`src/rtl/datapath_pkg.sv`:
```
// Shared datapath definitions: register address width, architectural register
// count, write-back source encoding and the register index helper.
package datapath_pkg;

    localparam int REG_ADDR_W = 5;
    localparam int NREGS      = 8;
    localparam int REG_IDX_W  = $clog2(NREGS);

    typedef enum logic [0:0] {
        WB_ALU = 1'b0,
        WB_MEM = 1'b1
    } wb_src_t;

    // The register file decodes only the low bits of a destination address.
    function automatic logic [REG_IDX_W-1:0] reg_idx(input logic [REG_ADDR_W-1:0] addr);
        return addr[REG_IDX_W-1:0];
    endfunction

endpackage

```
`src/rtl/load_tag_fifo.sv`:
```
// Circular buffer of outstanding load destinations, exposing every entry so the
// top level can build the pending-register scoreboard.
module load_tag_fifo
    import datapath_pkg::*;
#(
    parameter int DEPTH = 4
) (
    input  logic                             i_clk,
    input  logic                             i_reset,
    input  logic                             i_push,
    input  logic                             i_pop,
    input  logic [REG_ADDR_W-1:0]            i_dest,
    output logic [REG_ADDR_W-1:0]            o_head,
    output logic                             o_empty,
    output logic                             o_full,
    output logic [DEPTH-1:0]                 o_entry_valid,
    output logic [DEPTH-1:0][REG_ADDR_W-1:0] o_entry_dest
);

    localparam int AW = $clog2(DEPTH);
    localparam logic [AW:0] PTR_ONE = (AW+1)'(1);

    logic [AW:0]                      wr_ptr_r;
    logic [AW:0]                      rd_ptr_r;
    logic [AW:0]                      count_s;
    logic [DEPTH-1:0][REG_ADDR_W-1:0] mem_r;

    // Pointer and storage update; callers only push when there is room.
    always_ff @(posedge i_clk or posedge i_reset) begin
        if (i_reset) begin
            wr_ptr_r <= '0;
            rd_ptr_r <= '0;
            mem_r    <= '0;
        end else begin
            if (i_push) begin
                mem_r[wr_ptr_r[AW-1:0]] <= i_dest;
                wr_ptr_r                <= wr_ptr_r + PTR_ONE;
            end
            if (i_pop) begin
                rd_ptr_r <= rd_ptr_r + PTR_ONE;
            end
        end
    end

    // Occupancy flags and per-entry valid: an entry is live when its distance
    // from the read pointer is below the occupancy.
    always_comb begin
        count_s       = wr_ptr_r - rd_ptr_r;
        o_empty       = (wr_ptr_r == rd_ptr_r);
        o_full        = (wr_ptr_r[AW] != rd_ptr_r[AW]) &&
                        (wr_ptr_r[AW-1:0] == rd_ptr_r[AW-1:0]);
        o_head        = mem_r[rd_ptr_r[AW-1:0]];
        o_entry_dest  = mem_r;
        o_entry_valid = '0;
        for (int i = 0; i < DEPTH; i++) begin
            o_entry_valid[i] = ({1'b0, (AW'(i) - rd_ptr_r[AW-1:0])} < count_s);
        end
    end

endmodule

```
`src/rtl/writeback_ctrl.sv`:
```
// Register-file write-port controller merging ALU results with in-order load
// responses, plus a pending-load scoreboard for hazard detection.
module writeback_ctrl
    import datapath_pkg::*;
#(
    parameter int WIDTH = 32,
    parameter int DEPTH = 4,
    parameter int NREGS = datapath_pkg::NREGS
) (
    input  logic                  i_clk,
    input  logic                  i_reset,
    input  logic                  i_alu_valid,
    output logic                  o_alu_ready,
    input  logic [REG_ADDR_W-1:0] i_alu_dest,
    input  logic [WIDTH-1:0]      i_alu_result,
    input  logic                  i_ld_issue,
    input  logic [REG_ADDR_W-1:0] i_ld_dest,
    output logic                  o_ld_full,
    input  logic                  i_mem_valid,
    input  logic [WIDTH-1:0]      i_mem_rdata,
    output logic                  o_regwrite,
    output logic                  o_memtoreg,
    output logic [REG_ADDR_W-1:0] o_RegD_addr,
    output logic [WIDTH-1:0]      o_ALUout,
    output logic [WIDTH-1:0]      o_Memdata,
    output logic [NREGS-1:0]      o_pending,
    output logic                  o_err
);

    localparam int IDX_W = $clog2(NREGS);

    logic                             fifo_empty_s;
    logic                             fifo_full_s;
    logic [REG_ADDR_W-1:0]            head_dest_s;
    logic [DEPTH-1:0]                 entry_valid_s;
    logic [DEPTH-1:0][REG_ADDR_W-1:0] entry_dest_s;
    logic                             pop_s;
    logic                             push_s;
    logic                             alu_fire_s;
    logic                             proto_err_s;

    logic                             s1_valid_r;
    logic [REG_ADDR_W-1:0]            s1_dest_r;
    logic                             s2_valid_r;
    logic [REG_ADDR_W-1:0]            s2_dest_r;
    logic                             alu_ready_r;
    logic                             err_r;
    logic [WIDTH-1:0]                 memdata_r;

    logic                             slot_valid_s;
    wb_src_t                          slot_src_s;
    logic [REG_ADDR_W-1:0]            slot_dest_s;

    logic                             regwrite_r;
    logic                             memtoreg_r;
    logic [REG_ADDR_W-1:0]            regd_addr_r;
    logic [WIDTH-1:0]                 aluout_r;
    logic [NREGS-1:0]                 pending_s;

    load_tag_fifo #(
        .DEPTH (DEPTH)
    ) u_tag_fifo (
        .i_clk         (i_clk),
        .i_reset       (i_reset),
        .i_push        (push_s),
        .i_pop         (pop_s),
        .i_dest        (i_ld_dest),
        .o_head        (head_dest_s),
        .o_empty       (fifo_empty_s),
        .o_full        (fifo_full_s),
        .o_entry_valid (entry_valid_s),
        .o_entry_dest  (entry_dest_s)
    );

    // Handshake qualification; a pop frees a slot for a same-cycle push even when full.
    always_comb begin
        pop_s       = i_mem_valid & ~fifo_empty_s;
        push_s      = i_ld_issue & (~fifo_full_s | pop_s);
        alu_fire_s  = i_alu_valid & alu_ready_r;
        proto_err_s = (i_ld_issue & fifo_full_s & ~pop_s) | (i_mem_valid & fifo_empty_s);
    end

    // Load pipeline, ALU back-pressure flag and sticky error.
    always_ff @(posedge i_clk or posedge i_reset) begin
        if (i_reset) begin
            s1_valid_r  <= 1'b0;
            s1_dest_r   <= '0;
            s2_valid_r  <= 1'b0;
            s2_dest_r   <= '0;
            alu_ready_r <= 1'b1;
            err_r       <= 1'b0;
            memdata_r   <= '0;
        end else begin
            s1_valid_r  <= pop_s;
            if (pop_s) begin
                s1_dest_r <= head_dest_s;
                memdata_r <= i_mem_rdata;
            end
            s2_valid_r  <= s1_valid_r & (reg_idx(s1_dest_r) != '0);
            s2_dest_r   <= s1_dest_r;
            // Blocking the ALU the cycle after a pop leaves the load's write slot free.
            alu_ready_r <= ~pop_s;
            if (proto_err_s) begin
                err_r <= 1'b1;
            end
        end
    end

    // Pick the source for next cycle's write slot; a load in stage 1 always wins.
    always_comb begin
        slot_valid_s = 1'b0;
        slot_src_s   = WB_ALU;
        slot_dest_s  = i_alu_dest;
        if (s1_valid_r) begin
            slot_valid_s = 1'b1;
            slot_src_s   = WB_MEM;
            slot_dest_s  = s1_dest_r;
        end else if (alu_fire_s) begin
            slot_valid_s = 1'b1;
            slot_src_s   = WB_ALU;
            slot_dest_s  = i_alu_dest;
        end else begin
            slot_valid_s = 1'b0;
            slot_src_s   = WB_ALU;
            slot_dest_s  = i_alu_dest;
        end
    end

    // Registered write port; register 0 consumes the slot without enabling the write.
    always_ff @(posedge i_clk or posedge i_reset) begin
        if (i_reset) begin
            regwrite_r  <= 1'b0;
            memtoreg_r  <= 1'b0;
            regd_addr_r <= '0;
            aluout_r    <= '0;
        end else begin
            regwrite_r <= slot_valid_s & (reg_idx(slot_dest_s) != '0);
            memtoreg_r <= slot_valid_s & (slot_src_s == WB_MEM);
            if (slot_valid_s) begin
                regd_addr_r <= slot_dest_s;
                case (slot_src_s)
                    WB_ALU:  aluout_r <= i_alu_result;
                    WB_MEM:  aluout_r <= aluout_r;
                    default: aluout_r <= aluout_r;
                endcase
            end
        end
    end

    // Pending scoreboard over queued tags, stage 1 and the write in progress.
    always_comb begin
        pending_s = '0;
        for (int r = 1; r < NREGS; r++) begin
            for (int e = 0; e < DEPTH; e++) begin
                pending_s[r] = pending_s[r] |
                               (entry_valid_s[e] & (reg_idx(entry_dest_s[e]) == IDX_W'(r)));
            end
            pending_s[r] = pending_s[r] |
                           (s1_valid_r & (reg_idx(s1_dest_r) == IDX_W'(r))) |
                           (s2_valid_r & (reg_idx(s2_dest_r) == IDX_W'(r)));
        end
    end

    assign o_alu_ready = alu_ready_r;
    assign o_ld_full   = fifo_full_s;
    assign o_regwrite  = regwrite_r;
    assign o_memtoreg  = memtoreg_r;
    assign o_RegD_addr = regd_addr_r;
    assign o_ALUout    = aluout_r;
    assign o_Memdata   = memdata_r;
    assign o_pending   = pending_s;
    assign o_err       = err_r;

endmodule

```
`config.mk`:
```
export PLATFORM = sky130hd
export DESIGN_NAME = writeback_ctrl
export DESIGN_NICKNAME = d
export VERILOG_FILES = /design/src/rtl/datapath_pkg.sv /design/src/rtl/load_tag_fifo.sv /design/src/rtl/writeback_ctrl.sv
export SDC_FILE = /design/constraint.sdc
export NUM_CORES = 1
export LEC_CHECK = 0
export ABC_CLOCK_PERIOD_IN_PS = 5600
export CORE_UTILIZATION = 30
export CTS_CLUSTER_SIZE = 12
export DETAILED_ROUTE_END_ITERATION = 12
export GPL_TIMING_DRIVEN = 0
export SETUP_SLACK_MARGIN = 0.5
export SYNTH_ARGS = -nofsm -noshare
export SYNTH_HDL_FRONTEND = slang
export SYNTH_SLANG_ARGS = --single-unit
export TNS_END_PERCENT = 50
```
`constraint.sdc`:
```
create_clock -name i_clk -period 5.6 [get_ports i_clk]
set_input_delay 1.68 -clock i_clk [delete_from_list [all_inputs] [get_ports i_clk]]
set_output_delay 1.68 -clock i_clk [all_outputs]
set_load 0.01 [all_outputs]
```
==> impl_results.md, run 1 <==
- Skew-Pair Late Insertion Delay: approximately 0.36 ns
- Setup TNS: 0 ns
- GPL Wtd Cong: between 0.8 and 0.9
- Switching pwr: between 1.5 and 2 mW
- Yosys reg bits: between 100 and 150
- Syn_nets: ~550
- Final period utilization: 92.30%
- Total Routing Usage GR: 15.45%
- Worst min-delay path category: reg2reg
- Post-synth ARST share: 100.0%
- Final setup viols: 0
- Internal power: about 3.0 mW
- Worst-path cell chain: inv_2, ha_2, inv_1, fa_1, inv_1, ha_1, nor2b_2, nor3_1, a21oi_1, and3_1, nand3_1, clkdlybuf4s50_1
- CTS Buf Count: 9
- Routed wire length: 13470 um
- Layout cells sized above 1: 8.819%
- Register area: about 0.0027 mm^2
- Vias per Instance: between 4 and 5
- GRT overflow: 0
- Sequential element share of the synthesized area: between 50% and 60%
- Row Count: 47
- Clock Skew: ~0.016 ns
- Vias post-DR: between 3000 and 4000
- Clock transition at the registers of the reported paths: ~0.070 ns
- DRC: 0
- Simple-Gate Fraction of Synth Area: ~16%
- Slowest CP cell: clkdlybuf4s50_1
- Dpl hpwl: around 10000 um
- Die width: ~130 um
- Ys flop type: dfrtp_1
- First drt pass iteration count: 4
- Worst Tran Pin Value: 0.7594 ns
- Worst ir drop on vdd: 0.2080 mV
- Clock Path Buffers: 2
- DRT iter0 DRCs: 99
- Effective utilization at floorplan: about 31%
- Max Slew Vio Count: 0
- RSZ-0062 raised after global routing: true
- Mux contribution to synthesized area: 15.36%
- Layout area overhead: 43.77%
- CP max FO: 5
- CP Capture Type: primary output
- Nets: roughly 720
- Yosys cell types: 62
- I/O pin count: around 160
- Critical path class: reg2out
- First-pass GRT wire length: 21200 um
- Die Y: between 100 and 150 um
- N_diodes: 0
- Clk pwr share: between 10% and 20%
- Sw Share: 39.25%
- CTS tree: done
- Post-route ant nets: 0
- CTS Hold Bufs: 0
- EDFF count, synth: 0
- Crit path top cell by count: inv_1
- Status: finished, final reports clean
- Filler instances: about 1600
- Root buffer cell: clkbuf_16
- H-tree levels: 3
- Synth warn: 0
- Initial antenna violation count: 0
- Post-Synth XOR/XNOR Area: between 2 and 2.5%
- Synthesized-area fraction occupied by adder cells: under 10%
- Power Density: around 670 mW/mm^2
- Synth top area cells: dfrtp_1 52%, mux2_1 12%, nand2_1 8.4%
- Clk sinks: approximately 110
- Crit path DAT: approximately 3.5 ns
- Routed len/inst: around 16 um
- Die area: 0.01777 mm^2
- Worst Setup Start Kind: flip-flop
- Max_cap viols: 0
- Top-count cell post-synth: nand2_1
- Synth area leader: dfrtp_1
- Core region area: 0.01670 mm^2
- Tmin final: approximately 5.2 ns
- Comb power frac: 55.9%
- Number of global-route vias before repair: 4088
- Area after DPL: around 0.0071 mm^2
- Register share of total power: 29.7%
- Post-synth top area share: 52.26%
- I/O Buffers: 159
- Mapped Cells: around 460
- Compound-Gate Fraction of Synth Area: ~6.1%
- Slew HR: 49.37%
- Final Hold Viols: 0
- Multi-input logic area: ~0.0023 mm^2
- Combinational family with the most area after synthesis: simple AND/OR/NAND/NOR gates
- Slowest stage delay, CP: about 0.54 ns
- Cell area after synthesis: 0.005171 mm^2
- Largest net degree at the start of global routing: 59
- Fmax achieved: about 0.19 GHz
- Synth Area per Inst: approximately 11 um^2
- Finished Cell Area: ~0.0074 mm^2
- Top cells by count, synth: 116 x nand2_1, 108 x dfrtp_1, 57 x mux2_1
- Static leakage: approximately 3.2 nW
- CP required: a little under 4 ns
## metal layers
layer	GRT usage [%]	wire length, um	up-vias
li1	-	-	1910
met1	18.04	5645	1932
met2	26.82	6797	129
met3	3.577	713	22
met4	7.134	313	0
met5	0	0	-
## stage by stage
stage / cells / utilization [%] / total power, mW / setup slack, ns / hold slack (ns)
finish: 855 / 44.52 / 4.953 / 0.4315 / 0.3784
global placement: 837 / 42.14 / 4.148 / -0.5128 / 0.3549
CTS: 855 / 44.46 / 4.999 / 0.4663 / 0.3842
global route: 855 / 44.52 / 5.298 / 0.3296 / 0.3925
floorplan: 458 / - / 2.972 / 1.048 / 0.3519
detailed placement: 838 / 42.32 / 4.220 / 0.5179 / 0.3642
## sequential cells by signal (all words and copies together) (netlist names)
| name | count |
|---|---|
| o_regwrite | 1 |
| o_alu_ready | 1 |
| o_Memdata | 32 |
| u_tag_fifo.o_entry_dest | 20 |
| o_memtoreg | 1 |
| u_tag_fifo.rd_ptr_r | 3 |
| s1_dest_r | 5 |
| u_tag_fifo.wr_ptr_r | 3 |
| o_ALUout | 32 |
| o_err | 1 |
| s1_valid_r | 1 |
| s2_dest_r | 3 |
| s2_valid_r | 1 |
| o_RegD_addr | 5 |
## cell families (layout without fill, tap and decap cells)
logic type | Yosys count | in the layout
and+or+nand+nor | 181 | 181
DFF | 109 | 109
muxes | 66 | 66
AOI/OAI and AO/OA | 44 | 44
buffers and inverters | 35 | 212
adders and majority gates | 14 | 14
xor gates and xnor gates | 8 | 8
other | 1 | 1
## worst max-delay path: cells and delay by family (launching register included)
kind                       cells  cell delay, ns
AOI/OAI and AO/OA              1            0.12
adders and majority gates      3            0.99
buffers and inverters          4            0.82
DFF                            1            0.45
and+or+nand+nor                4            0.77
## cell usage in the layout (no fill, tap or decap), drive strengths merged, types with 2 or more instances in the layout
master	instances
clkdlybuf4s50	156
nand2	120
dfrtp	108
mux2	57
clkbuf	22
buf	14
ha	13
inv	12
o21ai	11
nor2	10
nor2b	9
nand2b	7
nand3	7
mux4	5
nand4	5
xnor2	5
a21oi	5
o22ai	4
mux2i	4
nor3b	3
o32ai	3
a31oi	3
nor3	3
or2	3
clkinv	3
o31a	2
a221oi	2
o211ai	2
and2	2
nand4b	2
o21bai	2
nor4	2
nand3b	2
and3	2
bufinv	2
dlymetal6s2s	2
## worst paths after layout
kind,to,cells past startpoint,startpoint,slack (ns)
worst max-delay path,o_pending[3],12,u_tag_fifo.wr_ptr_r[0],0.43
worst min-delay path,s2_dest_r[1],0,s1_dest_r[1],0.38
worst max register to register,o_Memdata[26],9,u_tag_fifo.rd_ptr_r[0],3.11
worst min register to register,s2_dest_r[1],0,s1_dest_r[1],0.38
max in group asynchronous,o_alu_ready,3,i_reset,3.01
min in group asynchronous,o_Memdata[27],2,i_reset,1.83
## power groups by stage
stage	logic, mW	registers (mW)	clock network (mW)
after global placement	2.69	1.46	0
final	2.77	1.47	0.712
after detailed placement	2.74	1.48	0
after CTS	2.79	1.47	0.739
after global routing	2.99	1.53	0.771
after floorplan	1.43	1.55	0
## what timing repair did
| action | CTS | global route |
|---|---|---|
| pin swaps | 2 | 0 |
| hold endpoints to repair | 0 | 0 |
| setup endpoints to repair | 7 | 6 |
| buffers inserted | 1 | 0 |
| resized for setup | 9 | 4 |
## layout make-up
| class | instances | share of cell area [%] |
|---|---|---|
| tap | 220 | 3.702 |
| clock buffer | 10 | 3.080 |
| clock inverter | 6 | 1.414 |
| buffer | 24 | 1.784 |
| multi-input combinational | 314 | 30.76 |
| inverter | 11 | 0.6059 |
| timing repair buffer | 161 | 21.93 |
| sequential | 109 | 36.72 |
Note: power is estimated with default switching activity, not from simulation.
==> run 2, diff against run 1 <==
ABC_CLOCK_PERIOD_IN_PS = 4300   (was 5600)
REMOVE_ABC_BUFFERS = 1   (was default)
clock period = 4.3 ns   (was 5.6 ns; I/O delays follow)
==> impl_results.md, run 2 (synthesized netlist as in run 1, its figures left out) <==
- HP Start: o_Memdata[20]
- Post-route ant nets: 0
- CTS tree: done
- Filler instances: 1574
- Nets: 712
- Root buffer cell: clkbuf_16
- GRT overflow: 0
- CTS Buf Count: 9
- Final setup viols: 0
- Static leakage: 3.253 nW
- Layout area overhead: 44.81%
- Worst min-delay path category: reg2reg
- Fmax achieved: between 0.2 and 0.25 GHz
- Clock Skew: between 0.003 and 0.004 ns
- Routed len/inst: 15.41 um
- N_diodes: 0
- Total Routing Usage GR: between 10% and 20%
- Max_cap viols: 0
- Routed wire length: approximately 13000 um
- Number of global-route vias before repair: around 4200
- Fin cells: about 840
- GPL Wtd Cong: roughly 0.9
- First drt pass iteration count: 5
- Dpl hpwl: roughly 9300 um
- Clock Path Buffers: 2
- Hold Path Sink: o_Memdata[20]
- Area after DPL: ~0.007 mm^2
- Met1 global-route usage: roughly a fifth
- Reg2reg setup slack: around 1.8 ns
- Met2 usage: roughly 25%
- Met3 Track Usage GR: under 10%
- Die width: ~130 um
- Vias post-DR: roughly 4000
- Initial antenna violation count: 0
- Tmin final: ~4 ns
- Crit path DAT: roughly 2.8 ns
- Vias per Instance: approximately 4.7
- CP Capture Type: primary output
- Reg2reg end: u_tag_fifo.rd_ptr_r[2]
- Layout cells sized above 1: about an eighth
- Most frequent cells in the layout: 152 x clkdlybuf4s50_1, 116 x nand2_1, 106 x dfrtp_1, 57 x mux2_1, 11 x buf_4
- Worst Tran Pin Value: slightly below 0.8 ns
- Slew HR: 48.13%
- Clock transition at the registers of the reported paths: about 0.070 ns
- Worst ir drop on vdd: 0.4461 mV
- First-pass GRT wire length: roughly 21000 um
- Reg2reg path depth: 9
- H-tree levels: 3
- Die area: between 0.015 and 0.02 mm^2
- DRC: 0
- DRT iter0 DRCs: between 100 and 150
- I/O Buffers: approximately 160
- Status: finished, final reports clean
- Max Slew Vio Count: 0
- Die Y: 133.3 um
- Commonest non-fill, non-tap cell in the layout: clkdlybuf4s50_1
- Effective utilization at floorplan: a little under a third
- I/O pin count: between 150 and 200
- Top Usage Layer GRT: met2
- R2r startpoint: u_tag_fifo.rd_ptr_r[0]
- Critical path class: reg2out
- Final period utilization: a little over nine tenths
- Critical path launch point: u_tag_fifo.wr_ptr_r[0]
- Final Hold Viols: 0
- Worst Setup Start Kind: flip-flop
- Core region area: 0.01670 mm^2
- Row Count: 47
- Clk sinks: 109
- Largest net degree at the start of global routing: slightly above 70
- Finished Cell Area: between 0.007 and 0.008 mm^2
- Setup TNS: 0 ns
- RSZ-0062 raised after global routing: true
- CP required: roughly 3 ns
- Power Density: 898.2 mW/mm^2
- Hold Path Stages: 2
- Skew-Pair Late Insertion Delay: 0.34 ns
- CP max FO: 5
- Placed Cells: just over 800
[run 2: cell count changes in the layout (fill, tap and decap cells not counted), moves of 3 or more]
| cell | delta |
|---|---|
| buf_4 | +3 |
| clkbuf_1 | -10 |
| clkdlybuf4s50_1 | -4 |
| ha_4 | +3 |
[run 2: area by class of cell]
| class | count | area (um^2) | share of cell area (%) |
|---|---|---|---|
| clock inverters | 5 | 100.1 | 1.337 |
| flip-flops and latches | 109 | 2731 | 36.47 |
| inverters | 11 | 45.04 | 0.6015 |
| clock buffers | 11 | 232.7 | 3.108 |
| multi-input cells | 314 | 2387 | 31.88 |
| repair buffers | 174 | 1717 | 22.92 |
| well taps | 220 | 275.3 | 3.676 |
[run 2: worst max-delay path, stage by stage (launching register included)]
cell     delay, ns
dfrtp_1       0.38
inv_2         0.08
ha_4          0.14
inv_2         0.03
fa_1          0.44
inv_2         0.15
ha_4          0.22
nor2b_4       0.13
o21ai_4       0.21
buf_6         0.12
nand2_1       0.04
or3_1         0.30
nand4_1       0.09
buf_2         0.13
[run 2: worst max path at each step]
stage / end / depth (start not counted)
floorplan: o_ALUout[0] / 1
global placement: u_tag_fifo.rd_ptr_r[2] / 2
detailed placement: o_pending[4] / 11
CTS: o_pending[2] / 13
global route: o_pending[1] / 12
finish: o_pending[2] / 13
[run 2: power by group]
group / switching [mW] / internal [mW] / total [mW] / leakage [nW]
clock network: 0.352 / 0.568 / 0.919 / 0.163
logic: 1.78 / 2.02 / 3.79 / 1.79
registers: 0.465 / 1.55 / 2.01 / 1.30
[run 2: what timing repair did]
item                                    CTS  global route
hold endpoints to repair                  0             0
cloned                                    0             0
endpoints found under the setup margin    7             7
pin swaps                                10             6
setup buffers                            12             1
hold buffers                              0             0
gates resized for setup                  53             1
[run 2: routing by layer]
metal  wire, um  vias up
met5          0        -
met4        176        0
met3        750       18
met2       6273      121
met1       5807     1933
li1           -     1884
[run 2: stage by stage]
stage / power, mW / setup WS [ns] / utilization [%] / hold slack (ns)
floorplan: 3.788 / 0.1377 / - / 0.4299
global placement: 5.281 / -1.405 / 41.37 / 0.4596
detailed placement: 5.415 / -0.3169 / 41.76 / 0.4613
CTS: 6.754 / 0.1943 / 44.82 / 0.4848
global route: 7.241 / 0.09338 / 44.84 / 0.5066
finish: 6.726 / 0.2104 / 44.84 / 0.4804
